### src/rtl/timer_ctrl_if.sv
// Configuration port of timer_ctrl: valid/ready offer of period, prescaler and mode.
// The master drives the offer; the slave (timer) returns cfg_ready.
interface timer_ctrl_if #(
  parameter int NBITS      = 16,
  parameter int PRESC_BITS = 8
);
  logic                  cfg_valid;
  logic                  cfg_ready;
  logic [NBITS-1:0]      cfg_period;
  logic [PRESC_BITS-1:0] cfg_presc;
  logic                  cfg_mode;

  modport master (
    output cfg_valid, cfg_period, cfg_presc, cfg_mode,
    input  cfg_ready
  );

  modport slave (
    input  cfg_valid, cfg_period, cfg_presc, cfg_mode,
    output cfg_ready
  );
endinterface

### src/rtl/timer_ctrl.sv
// Runtime-programmable prescaled timer: tick on period wrap, sticky done in one-shot mode.
// Latency: busy one edge after start; first tick period*(presc+1) edges after start.
// Backpressure: cfg_ready low in RUN, offers there are dropped. TIMER_CTRL_CAPTURE_EN adds capture.
module timer_ctrl #(
  parameter int NBITS      = 16,
  parameter int PRESC_BITS = 8
) (
  input  logic             clk,
  input  logic             rst,
  timer_ctrl_if.slave      cfg,
  input  logic             start,
  input  logic             stop,
  output logic [NBITS-1:0] count,
  output logic             tick,
  output logic             done,
  output logic             busy
`ifdef TIMER_CTRL_CAPTURE_EN
  ,
  input  logic             cap_in,
  output logic [NBITS-1:0] cap_value,
  output logic             cap_valid
`endif
);

  typedef enum logic [1:0] {
    IDLE = 2'd0,
    RUN  = 2'd1,
    DONE = 2'd2
  } state_t;

  state_t                r_state;
  logic [NBITS-1:0]      r_count;
  logic [NBITS-1:0]      r_period;
  logic [PRESC_BITS-1:0] r_presc;
  logic [PRESC_BITS-1:0] r_presc_cnt;
  logic                  r_mode;
  logic                  r_tick;
  logic                  r_done;

  logic                  w_cfg_acc;
  logic [NBITS-1:0]      w_eff_period;
  logic                  w_start_ok;

  assign busy          = (r_state == RUN);
  assign cfg.cfg_ready = (r_state != RUN);
  assign count         = r_count;
  assign tick          = r_tick;
  assign done          = r_done;

  assign w_cfg_acc    = cfg.cfg_valid && (r_state != RUN);
  // A config accepted in the same cycle supplies the period a start is judged against.
  assign w_eff_period = w_cfg_acc ? cfg.cfg_period : r_period;
  assign w_start_ok   = start && (w_eff_period != '0);

  always_ff @(posedge clk or negedge rst) begin
    if (!rst) begin
      r_state     <= IDLE;
      r_count     <= '0;
      r_period    <= '0;
      r_presc     <= '0;
      r_presc_cnt <= '0;
      r_mode      <= 1'b0;
      r_tick      <= 1'b0;
      r_done      <= 1'b0;
    end else begin
      r_tick <= 1'b0;
      if (w_cfg_acc) begin
        r_period <= cfg.cfg_period;
        r_presc  <= cfg.cfg_presc;
        r_mode   <= cfg.cfg_mode;
      end
      case (r_state)
        IDLE: begin
          if (!stop && w_start_ok) begin
            r_state     <= RUN;
            r_count     <= '0;
            r_presc_cnt <= '0;
            r_done      <= 1'b0;
          end
        end
        DONE: begin
          if (stop) begin
            r_state <= IDLE;
            r_done  <= 1'b0;
          end else if (w_start_ok) begin
            r_state     <= RUN;
            r_count     <= '0;
            r_presc_cnt <= '0;
            r_done      <= 1'b0;
          end else if (w_cfg_acc) begin
            r_state <= IDLE;
            r_done  <= 1'b0;
          end
        end
        RUN: begin
          if (stop) begin
            r_state <= IDLE;
          end else if (r_presc_cnt == r_presc) begin
            r_presc_cnt <= '0;
            if (r_count == (r_period - NBITS'(1))) begin
              r_count <= '0;
              r_tick  <= 1'b1;
              if (!r_mode) begin
                r_state <= DONE;
                r_done  <= 1'b1;
              end
            end else begin
              r_count <= r_count + NBITS'(1);
            end
          end else begin
            r_presc_cnt <= r_presc_cnt + PRESC_BITS'(1);
          end
        end
        default: r_state <= IDLE;
      endcase
    end
  end

`ifdef TIMER_CTRL_CAPTURE_EN
  logic [1:0] r_cap_sync;
  logic       r_cap_prev;
  logic       w_cap_rise;

  // Two sync stages plus one edge register: cap_valid lands on the third edge after cap_in rises.
  assign w_cap_rise = r_cap_sync[1] && !r_cap_prev;

  always_ff @(posedge clk or negedge rst) begin
    if (!rst) begin
      r_cap_sync <= 2'b00;
      r_cap_prev <= 1'b0;
      cap_value  <= '0;
      cap_valid  <= 1'b0;
    end else begin
      r_cap_sync <= {r_cap_sync[0], cap_in};
      r_cap_prev <= r_cap_sync[1];
      cap_valid  <= 1'b0;
      if (w_cap_rise && busy) begin
        cap_value <= r_count;
        cap_valid <= 1'b1;
      end
    end
  end
`endif

endmodule
### src/flat_wrapper.sv
// flat-port wrapper written by rule: the top's interface ports become plain ports
module timer_ctrl_flat 
#(
  parameter int NBITS      = 16,
  parameter int PRESC_BITS = 8
)
  (clk, rst, start, stop, count, tick, done, busy, cfg_cfg_valid, cfg_cfg_period, cfg_cfg_presc, cfg_cfg_mode, cfg_cfg_ready);
  timer_ctrl_if #(.NBITS(NBITS), .PRESC_BITS(PRESC_BITS)) cfg_i ();
  input  logic clk;
  input  logic rst;
  input  logic start;
  input  logic stop;
  output logic [NBITS-1:0] count;
  output logic tick;
  output logic done;
  output logic busy;
  input wire logic [$bits(cfg_i.cfg_valid)-1:0] cfg_cfg_valid;
  input wire logic [$bits(cfg_i.cfg_period)-1:0] cfg_cfg_period;
  input wire logic [$bits(cfg_i.cfg_presc)-1:0] cfg_cfg_presc;
  input wire logic [$bits(cfg_i.cfg_mode)-1:0] cfg_cfg_mode;
  output wire logic [$bits(cfg_i.cfg_ready)-1:0] cfg_cfg_ready;
  assign cfg_i.cfg_valid = cfg_cfg_valid;
  assign cfg_i.cfg_period = cfg_cfg_period;
  assign cfg_i.cfg_presc = cfg_cfg_presc;
  assign cfg_i.cfg_mode = cfg_cfg_mode;
  assign cfg_cfg_ready = cfg_i.cfg_ready;
  timer_ctrl #(.NBITS(NBITS), .PRESC_BITS(PRESC_BITS)) u_core (.clk(clk), .rst(rst), .cfg(cfg_i), .start(start), .stop(stop), .count(count), .tick(tick), .done(done), .busy(busy));
endmodule
### config.mk
export PLATFORM = sky130hd
export DESIGN_NAME = timer_ctrl_flat
export DESIGN_NICKNAME = d
export VERILOG_FILES = /design/src/rtl/timer_ctrl_if.sv /design/src/rtl/timer_ctrl.sv /design/src/flat_wrapper.sv
export SDC_FILE = /design/constraint.sdc
export NUM_CORES = 1
export LEC_CHECK = 0
export ABC_CLOCK_PERIOD_IN_PS = 4300
export BUFFER_PORTS_ARGS = -buffer_cell sky130_fd_sc_hd__buf_4
export CAP_MARGIN = 20
export CORE_MARGIN = 2
export CORE_UTILIZATION = 50
export CTS_BUF_LIST = sky130_fd_sc_hd__clkbuf_8
export CTS_CLUSTER_SIZE = 20
export DETAILED_ROUTE_END_ITERATION = 12
export PLACE_DENSITY = 0.82
export SYNTH_ARGS = -nofsm -noshare
export SYNTH_HDL_FRONTEND = slang
export SYNTH_SLANG_ARGS = --single-unit
### constraint.sdc
create_clock -name clk -period 4.3 [get_ports clk]
set_input_delay 0.43 -clock clk [delete_from_list [all_inputs] [get_ports clk]]
set_output_delay 0.43 -clock clk [all_outputs]
set_load 0.01 [all_outputs]
---- After elaboration in Yosys (flattened, before gate mapping) ----
Index checks and enable logic that the tools add are counted.
storage, ports and cells
  input port bits ......................... 30
  memories ................................ 0
  word-level logic and storage cells ...... 74
  register bits ........................... 53
  bits in latches ......................... 0
  bits in writable memories ............... 0
  bits in read-only memories .............. 0
operators by class
  reduce and logical (&&, ||, !) cells .... 11
  shifts and indexed selects .............. 0
  add/subtract/negate cells ............... 3
  $lt $le $gt $ge ......................... 0
  divide/modulo/power cells ............... 0
  bitwise logic cells ..................... 0
  muxes and demuxes ....................... 36
  equality and inequality tests ........... 16
  multiply operators ...................... 0
operators with widths
  cell                   count
  $mux 16                7
  $pmux 16 s3            1
  $mux 8                 5
  $pmux 8 s3             1
  $add 16x1->16 const B  1
  $eq 16x16->1           1
  $mux 2                 8
  $reduce_bool 16->1     1
  $sub 16x1->16 const B  1
  $mux 1                 12
  $ne 2x1->1 const B     5
  $reduce_and 5->1       2
  $add 8x1->8 const B    1
  $eq 8x8->1             1
  $reduce_and 7->1       1
  $ne 2x2->1 const B     3
  $ne 3x2->1 const B     2
  $pmux 2 s3             1
  $reduce_and 6->1       1
  $ne 4x2->1 const B     1
  $logic_and 1x1->1      3
  $ne 3x3->1 const B     1
  $pmux 1 s3             1
  $reduce_bool 3->1      1
  other kinds (4)        4

---- Depth between registers and ports, before layout ----
  depth after elaboration ................. 8
  mapped depth ............................ 11
  depth with buffers taken out ............ 10

---- Least setup slack after synthesis ----
OpenSTA, ideal clock, no wires.
  path kind ............................... register -> register
  start point ............................. register u_core.r_period[0]
  end point ............................... register u_core.r_count[12] (netlist: u_core.count[12])
  clock period less this slack ............ 2964 ps
  library setup time ...................... 121 ps
  stages on the path, launching flop included .. 12
  arrival time ............................ 2843 ps
  required time ........................... 4179 ps
  slack ................................... 1336 ps
  path buffers ............................ 1
  cell sequence ........................... dfrtp_1 inv_1 ha_1 or4b_1 or4_1 o311ai_1 nor2_1 or4_4 o21ai_4 buf_4 o21ai_1 a22o_1
on the way
  longest elaborated chain between the ends .. 6
ends and longest elaborated chain
  element                                             line                                 source
  from (decl)                                         timer_ctrl.sv:33                     logic [NBITS-1:0] r_period;
  from (signal assigned)                              timer_ctrl.sv:68                     r_period <= cfg.cfg_period;
  $sub 16x1->16 or $mux 16 (tied branches)            timer_ctrl.sv:100, timer_ctrl.sv:52
  $eq 16x16->1 or $reduce_bool 16->1 (tied branches)  timer_ctrl.sv:100, timer_ctrl.sv:53
  $mux 16 or $logic_and 1x1->1 (tied branches)        timer_ctrl.sv:100, timer_ctrl.sv:53
  $mux 16 or $logic_and 1x1->1 (tied branches)        timer_ctrl.sv:98, timer_ctrl.sv:74
  $mux 16 or $ne 2x1->1 (tied branches)               -
  $pmux 16 s3 or $reduce_and 6->1 (tied branches)     -
  to (signal assigned)                                timer_ctrl.sv:108                    r_count <= r_count + NBITS'(1);
  to (decl)                                           timer_ctrl.sv:32                     logic [NBITS-1:0] r_count;
Several ways; a longest one is shown, not always the timed one. The select of a mux whose other input is x is not followed.
A chain may end at the register's enable or synchronous reset.

---- Final worst setup path ----
Same ends and word-level chain as after synthesis.

==> impl_metrics.json <==
{
  "gp_congestion": 0.908,
  "max-vdd-ir-drop_mv": 0.230,
  "clock_path_buffers": 2,
  "powerDensity_nw_per_um2": 328,
  "gr-usage-met1_pct": 30.5,
  "dieArea_sq_um": 6850,
  "hold_path.class": "input pin to asynchronous set/reset pin",
  "drive_gt1_share_pct": 24.5,
  "synth.avg_cell_area_sq_um": 9.78,
  "end_kind": "register",
  "routedWlPerCell_microns": 15.9,
  "cp_max_fo": 15,
  "synth_area_sq_um": 3100,
  "syn2layout_area_growth_pct": 17.7,
  "yosys-top-cells-area": "dfrtp_1, mux2_2, xor2_1, a22o_1, xnor2_1",
  "synth_compound_area_share_pct": 14.6,
  "relSlewSlack_pct": 53.3,
  "cts_setup_buffers": 0,
  "finalClockSkew_ns": 0.00245,
  "cts_buffers": 5,
  "chipWidth_microns": 82.8,
  "period_share_pct": 78.6,
  "ys_warn_count": 0,
  "grt_use_met3_pct": 4.24,
  "drt_iter0_markers": 115,
  "place_inst": 433,
  "cts_max_level": 2,
  "cts_resized": 0,
  "reg2reg_from": "u_core.r_period[0]",
  "hold_ws_ns": 0.145,
  "crit_chain": "inv_1 -> ha_1 -> or4b_1 -> or4_1 -> o311ai_1 -> nor2_1 -> or4_4 -> o21ai_4 -> nor2_2 -> a22o_1",
  "grt_pass1_vias": 2538,
  "busiest_layer": "met2",
  "worst_ep_required_time_ns": 4.51,
  "synthAdderAreaFrac_pct": 1.21,
  "grt_use_total_pct": 22.3,
  "ios": 50,
  "cts_sinks": 53,
  "insertion_delay_ns": 0.31,
  "drtPass1Iterations": 4,
  "drtAntennaViolNets": 0,
  "num-nets-final": 399,
  "layoutNonFillerInstCount": 442,
  "synthesis.nets": 350,
  "synth.distinct_cells": 50,
  "grt_overflow_total": 0,
  "placed_area_sq_um": 3530,
  "hold_viol_final": 0,
  "num_rows": 28,
  "viasPerCell": 5.81,
  "mostFrequentLayoutCells": "dfrtp_1, buf_4, nor2_1",
  "n_antenna_cell": 0,
  "cp_data_arrival_time_ns": 3.59,
  "timing.critical_path.from": "u_core.r_period[0]",
  "die_h_microns": 82.8,
  "setup_viol": 0,
  "finalCriticalPeriod_ns": 3.38,
  "worstSetupStartpointType": "register",
  "synthSimpleGateAreaFrac_pct": 21.5,
  "setup_tns_ns": 0,
  "grt_pass1_wl_microns": 11800,
  "yosys.area.top_type": "dfrtp_1",
  "totalPowerFinal_mw": 1.20,
  "cts_hold_buf": 0,
  "synthCells": 317,
  "final_common_cell": "dfrtp_1",
  "drv_cap": 0,
  "use_met2_pct": 36.5,
  "cts-root-buf": "clkbuf_8",
  "remaining_drc_errors": 0,
  "synth_top_family_by_area": "simple AND/OR/NAND/NOR gates",
  "ys_seq_area_share_pct": 42.8,
  "ys_ff_latch": 53,
  "worst_pin_slew_ns": 0.695,
  "slew_violations": 0,
  "dp_hpwl_microns": 5260,
  "core_area_sq_um": 5960,
  "port_buffers": 49,
  "yosysTopAreaCellShare_pct": 42.8,
  "power.leakage_nw": 1.60,
  "muxShareOfSynthArea_pct": 9.08,
  "worstSetupPathType": "register to register",
  "wirelength_microns": 7010,
  "crit_buf_inv": 1,
  "antenna_found_initial": 0,
  "cts_tree": "built",
  "cp_slowest_cell": "or4_1",
  "crit_path_max_incr_delay_ns": 0.52,
  "status": "completed",
  "start_util_pct": 52.1,
  "clkTransAtPathRegs_ns": 0.10,
  "rsz0062_at_grt": "false",
  "routed-via-count": 2569,
  "final_cell_area_sq_um": 3650,
  "synthXorXnorAreaFrac_pct": 8.19,
  "grt_max_degree": 54,
  "crit_family": "simple AND/OR/NAND/NOR gates",
  "max_freq_ghz": 0.296
}
[sequential cells by signal (all words and copies together), names as in the netlist]
| signal | cells |
|---|---|
| u_core.r_mode | 1 |
| u_core.done | 1 |
| u_core.count | 16 |
| u_core.r_state | 2 |
| u_core.r_presc | 8 |
| u_core.tick | 1 |
| u_core.r_presc_cnt | 8 |
| u_core.r_period | 16 |
[cells by family after synthesis]
logic type | Yosys count
multiplexers | 25
buffers and inverters | 19
XOR/XNOR | 29
adder cells (fa/ha/maj) | 3
flip-flops | 53
AND/OR/NAND/NOR | 124
AO/OA/AOI/OAI | 64
[worst register-to-register path, cell delays in order, from the launching register on]
cell and delay [ns]:
dfrtp_1 0.42, inv_1 0.09, ha_1 0.23, or4b_1 0.51, or4_1 0.53, o311ai_1 0.10, nor2_1 0.10, or4_4 0.45
o21ai_4 0.38, nor2_2 0.21, a22o_1 0.26
[cells in the mapped netlist (all sizes together)]
| cell | number |
|---|---|
| a221o | 1 |
| a211o | 2 |
| nor2 | 27 |
| o31a | 1 |
| a2111oi | 1 |
| nand2b | 7 |
| or2 | 1 |
| o41ai | 1 |
| a21o | 1 |
| nand2 | 23 |
| xor2 | 17 |
| dfrtp | 53 |
| or3 | 1 |
| o311ai | 1 |
| ha | 3 |
| and4 | 3 |
| inv | 10 |
| and3 | 7 |
| a31oi | 1 |
| o22ai | 1 |
| xnor2 | 12 |
| or4b | 2 |
| clkbuf | 7 |
| buf | 2 |
| nor4b | 3 |
| a2bb2oi | 1 |
| a21oi | 5 |
| a32o | 2 |
| a22o | 13 |
| nand3b | 2 |
| and2 | 1 |
| nor2b | 8 |
| nand4 | 5 |
| o22a | 1 |
| a31o | 1 |
| nor3 | 9 |
| or4 | 2 |
| mux2 | 25 |
| o21ai | 24 |
| o21a | 1 |
| a311oi | 1 |
| nand3 | 10 |
| nor4 | 13 |
| o211ai | 5 |
[where the power goes]
group / leakage (nW) / total (mW) / switching, mW / internal, mW
Clock: 0.0506 / 0.305 / 0.183 / 0.122
Sequential: 0.678 / 0.620 / 0.0722 / 0.548
Combinational: 0.872 / 0.270 / 0.133 / 0.138
Total: 1.60 / 1.20 / 0.388 / 0.808
[final timing paths]
check,endpoint,slack [ns],cells past startpoint
min in group clk,u_core.r_presc[7],0.34,2
worst max register to register,u_core.count[12],0.92,10
worst max-delay path,u_core.count[12],0.92,10
max in group asynchronous,u_core.tick,3.73,1
worst min-delay path,u_core.count[2],0.15,1
worst min register to register,u_core.done,0.51,2
[per-layer routing]
| layer | vias up | wire, microns |
|---|---|---|
| met1 | 1228 | 3220 |
| met4 | 0 | 104 |
| li1 | 1260 | - |
| met5 | - | 0 |
| met2 | 69 | 3370 |
| met3 | 12 | 315 |
[area by class of cell]
type	count	area (sq um)
fill	518	2300
multi-input combinational	245	1690
sequential	53	1330
timing repair buffer	51	403
tap	75	93.8
clock buffer	5	68.8
inverter	10	37.5
clock inverter	3	28.8
[stage by stage]
step,utilization (%),setup slack (ns)
after floorplan,-,1.34
after global placement,59.2,1.10
after detailed placement,59.2,0.947
after CTS,60.8,0.938
after global routing,61.3,0.674
final,61.3,0.922
(Power assumes the default switching activity.)
